`src/rtl/mem_stage_ctrl.sv`:
```
// Memory-stage controller: turns decoded load/store/call/ret controls into a single
// outstanding req/ack data-memory transaction. Optional ack timeout via MEM_ACK_TIMEOUT_EN.
module mem_stage_ctrl #(
    parameter int ADDR_W  = 16,
    parameter int DATA_W  = 16,
    parameter int TIMEOUT = 15
) (
    input  logic              clk,
    input  logic              rst_n,
    input  logic              valid_in,
    input  logic              mem_to_reg,
    input  logic              reg_to_mem,
    input  logic              call,
    input  logic              rtrn,
    input  logic [ADDR_W-1:0] addr_in,
    input  logic [DATA_W-1:0] wdata_in,
    output logic              mem_req,
    output logic              mem_we,
    output logic [ADDR_W-1:0] mem_addr,
    output logic [DATA_W-1:0] mem_wdata,
    input  logic              mem_ack,
    input  logic [DATA_W-1:0] mem_rdata,
    output logic              stall,
    output logic [DATA_W-1:0] rdata_out,
    output logic              rdata_valid,
    output logic              err
);

    typedef enum logic [1:0] {IDLE, REQ, DONE, ERR} state_t;

    state_t              state_q, state_d;
    logic                req_d, we_d, rvld_d, err_d;
    logic [ADDR_W-1:0]   addr_d;
    logic [DATA_W-1:0]   wdata_d, rdata_d;
    logic                rd_op, wr_op;
    logic                unused_ok;

    assign rd_op = mem_to_reg | rtrn;
    assign wr_op = reg_to_mem;
    // CALL is already a store through reg_to_mem; nothing else depends on it.
    assign unused_ok = call & (TIMEOUT >= 1);

`ifdef MEM_ACK_TIMEOUT_EN
    localparam int CNT_W = $clog2(TIMEOUT + 1);
    logic [CNT_W-1:0] cnt_q, cnt_d;
`endif

    always_comb begin
        state_d = state_q;
        req_d   = mem_req;
        we_d    = mem_we;
        addr_d  = mem_addr;
        wdata_d = mem_wdata;
        rdata_d = rdata_out;
        rvld_d  = 1'b0;
        err_d   = 1'b0;
        stall   = 1'b0;
`ifdef MEM_ACK_TIMEOUT_EN
        cnt_d   = cnt_q;
`endif
        case (state_q)
            IDLE: begin
`ifdef MEM_ACK_TIMEOUT_EN
                cnt_d = '0;
`endif
                if (valid_in && (rd_op ^ wr_op)) begin
                    stall   = 1'b1;
                    req_d   = 1'b1;
                    we_d    = wr_op;
                    addr_d  = addr_in;
                    wdata_d = wdata_in;
                    state_d = REQ;
                end else if (valid_in && rd_op && wr_op) begin
                    stall   = 1'b1;
                    err_d   = 1'b1;
                    state_d = ERR;
                end
            end
            REQ: begin
                stall = 1'b1;
                if (mem_ack) begin
                    req_d   = 1'b0;
                    rvld_d  = ~mem_we;
                    if (!mem_we) rdata_d = mem_rdata;
                    state_d = DONE;
                end
`ifdef MEM_ACK_TIMEOUT_EN
                // An ack arriving on the last allowed cycle still completes normally.
                else if (cnt_q == CNT_W'(TIMEOUT - 1)) begin
                    req_d   = 1'b0;
                    err_d   = 1'b1;
                    state_d = ERR;
                end else begin
                    cnt_d = cnt_q + CNT_W'(1);
                end
`endif
            end
            DONE:    state_d = IDLE;
            ERR:     state_d = IDLE;
            default: state_d = IDLE;
        endcase
    end

    always_ff @(posedge clk) begin
        if (!rst_n) begin
            state_q     <= IDLE;
            mem_req     <= 1'b0;
            mem_we      <= 1'b0;
            mem_addr    <= '0;
            mem_wdata   <= '0;
            rdata_out   <= '0;
            rdata_valid <= 1'b0;
            err         <= 1'b0;
`ifdef MEM_ACK_TIMEOUT_EN
            cnt_q       <= '0;
`endif
        end else begin
            state_q     <= state_d;
            mem_req     <= req_d;
            mem_we      <= we_d;
            mem_addr    <= addr_d;
            mem_wdata   <= wdata_d;
            rdata_out   <= rdata_d;
            rdata_valid <= rvld_d;
            err         <= err_d;
`ifdef MEM_ACK_TIMEOUT_EN
            cnt_q       <= cnt_d;
`endif
        end
    end

endmodule

```
`config.mk`:
```
export PLATFORM = sky130hd
export DESIGN_NAME = mem_stage_ctrl
export DESIGN_NICKNAME = d
export VERILOG_FILES = /design/src/rtl/mem_stage_ctrl.sv
export SDC_FILE = /design/constraint.sdc
export NUM_CORES = 1
export LEC_CHECK = 0
export CORE_ASPECT_RATIO = 1.25
export CORE_UTILIZATION = 40
export CTS_CLUSTER_DIAMETER = 100
export CTS_CLUSTER_SIZE = 40
export DETAILED_ROUTE_END_ITERATION = 7
export PLACE_DENSITY = 0.8
export SYNTH_ARGS = -nofsm -noshare
export SYNTH_HDL_FRONTEND = slang
export SYNTH_SLANG_ARGS = --single-unit
```
`constraint.sdc`:
```
create_clock -name clk -period 2.2 [get_ports clk]
set_clock_uncertainty 0.2 [all_clocks]
set_input_delay 0.22 -clock clk [delete_from_list [all_inputs] [get_ports clk]]
set_output_delay 0.22 -clock clk [all_outputs]
set_load 0.05 [all_outputs]
```
==> results.yml <==
drt:
  vias: 1875
  dr.pass1.iters: 4
  via_per_inst: 4.68
  wl_met1_mm: 1.97
  maxUsedRoutingLayer: "met4"
  wl_met3_um: 339
  drc_errors: 0
  wirelength_mm: 4.91
  post_drt_wl_per_cell_um: 12.2
  wl_met2_mm: 2.46
  drt.antenna.violating_nets: 0
  drtIter0Drc: 72
logic_synthesis:
  syn_area_um2: 2150
  synth_seq_cells: 54
  synth_area_leaders: "dfxtp_1 50%, nand2_1 17%, mux2i_1 15%"
  synth.largest_area_cell: "dfxtp_1"
  synth_compound_area_share_pct: 7.55
  synthSimpleGateAreaFrac_pct: 21.2
  synth_top_area_share_pct: 50.2
  ys.flop_type: "dfxtp_1"
  synth_top_family_by_area: "simple AND/OR/NAND/NOR gates"
  avgSynthCellArea_um2: 9.09
  synth_seq_area_share_pct: 50.2
  synthCells: 237
  synthArstFlopShare_pct: 0
  synth_nets: 293
  synth_edf_count: 0
  synthAdderAreaFrac_pct: 0
  ys.warnings.count: 0
  synth.most_common_cell: "nand2_1"
  ys_types: 22
  synth_commonest_cells: "99 x nand2_1, 54 x dfxtp_1, 33 x mux2i_1, 14 x a21boi_0, 10 x clkbuf_1"
  synthMuxAreaShare_pct: 15.3
  synth-xor-area-share_pct: 0
clock_tree:
  root_buffer: "clkbuf_8"
  cts_resized: 0
  cts_num_sinks: 54
  cts_buffers: 5
  htreeDepth: 2
  cts_max_path_buffers: 2
  clk_pin_slew_ns: 0.09
  ctsHoldBuffers: 0
  cts_setup_buffers: 0
  insertion_delay_ns: 0.30
  cts_tree: "done"
pwr:
  p_leak_uw: 0.00122
  power_uw: 2130
  vdd_drop_max_v: 0.000358
  p_per_area_nw_per_um2: 639
final_layout:
  fin_area_um2: 3330
  multi_input_area_um2: 957
  fin_util_pct: 65.1
  drive_above_1_share_pct: 4.72
  finalNonFillerCells: 401
  nFillCells: 452
  seq_area_um2: 1080
  synthToLayoutAreaGrowth_pct: 54.6
  num_antenna_cells: 0
  nNetsFinal: 395
place:
  gp_congestion: 0.796
  place_area_um2: 3250
  place_hpwl_mm: 3.49
  place_inst: 394
  io_buffers: 107
sta:
  min_period_ns: 1.96
  rsz0062_at_grt: "false"
  max_freq_ghz: 0.509
  maxSlewViolCount: 0
  slew-limit-headroom_pct: 64.3
  hold_viol: 0
  setup_viol: 0
  tns_ns: 0
  worst-slew-pin-transition_ns: 0.533
  finalCritPeriodShare_pct: 89.3
global_route:
  grt_max_degree: 86
  grt-ovfl-total: 0
  grt_pass1_wl_mm: 8.00
  antenna_found_initial: 0
  grt_pass1_vias: 1781
  grt_util_all_layers_pct: 18.4
setup_path:
  path_cells: "clkdlybuf4s50_1"
  path_class: "flop to primary output"
  worstReg2RegStart: "state_q[0]"
  path_buf_inv: 1
  cp-end-kind: "primary output"
  crit_arrival_ns: 1.54
  path_max_fanout: 4
  start_kind: "flop"
  worst_path_max_delay_cell: "clkdlybuf4s50_1"
  critical_path_required_ns: 1.78
  setup.worst_path.start: "mem_we"
  crit_family: "buffers and inverters"
  cpPeakStageDelay_ns: 0.83
floorplan:
  io_pins: 109
  initial_core_util_pct: 42.1
  core_area_um2: 5120
  fp.dieArea_um2: 5690
  die_x_um: 67.6
  row_count: 29
  dieHeight_um: 84.1
run:
  drv_cap: 0
outcome:
  status: "completed"
worst_hold_path:
  hp-class: "input port to flop"
  hold_start: "rst_n"
-- registers in the layout, summed over array words and instances, names as in the netlist --
name and count:
err 1, mem_addr 16, mem_req 1, mem_wdata 16, mem_we 1, rdata_out 16, rdata_valid 1, state_q 2
-- stage by stage --
step,hold slack (ns),setup slack [ns]
3_5_place_dp,0.247,0.115
4_1_cts,0.212,0.218
2_1_floorplan,0.155,0.477
6_report,0.222,0.236
3_3_place_gp,0.240,0.148
5_1_grt,0.231,0.175
-- per-layer routing --
metal | vias to the layer above | global-route usage (%)
li1 | 967 | -
met1 | 835 | 20.1
met5 | - | 0
met3 | 10 | 4.23
met2 | 63 | 31.8
met4 | 0 | 9.48
-- path summary, 6_finish.rpt --
kind / slack [ns] / endpoint / cells past startpoint
worst min register to register: 0.26 / rdata_out[2] / 2
worst max register to register: 0.49 / mem_wdata[11] / 4
worst min-delay path: 0.22 / mem_req / 3
worst max-delay path: 0.24 / mem_we / 1
-- layout by cell type, fill, tap and decap left out --
cell,synthesis,routed
nand4bb_1,1,1
a21boi_1,2,2
buf_12,3,3
and2_1,1,1
mux2i_1,33,33
o21ai_0,1,1
nand3b_1,1,1
nor4bb_2,0,1
nand2_1,99,99
clkbuf_8,0,5
or3_4,1,1
and4b_2,0,1
dfxtp_1,54,54
a21boi_0,14,14
and2b_2,1,1
nor2_1,2,2
nand2b_1,2,2
a21oi_1,3,3
o21a_1,2,2
clkdlybuf4s50_1,0,105
o211ai_1,1,1
buf_2,3,1
buf_4,0,3
clkbuf_1,10,2
-- power breakdown --
| group | internal, uW | total (uW) | switching (uW) |
|---|---|---|---|
| registers | 1030 | 1060 | 29.2 |
| clock network | 220 | 519 | 299 |
| logic | 243 | 549 | 307 |
| total | 1490 | 2130 | 635 |
-- cell families after synthesis --
| logic type | after synthesis |
|---|---|
| compound gates | 23 |
| simple gates | 110 |
| buf+inv | 17 |
| mux | 33 |
| flops | 54 |
-- cell type report --
class                           instances  area share (%)
Clock buffer                            7            2.29
Multi-Input combinational cell        166            28.7
Sequential cell                        54            32.5
Tap cell                               62            2.33
Timing Repair Buffer                  112            34.2
Power figures use the tool's default switching activity.
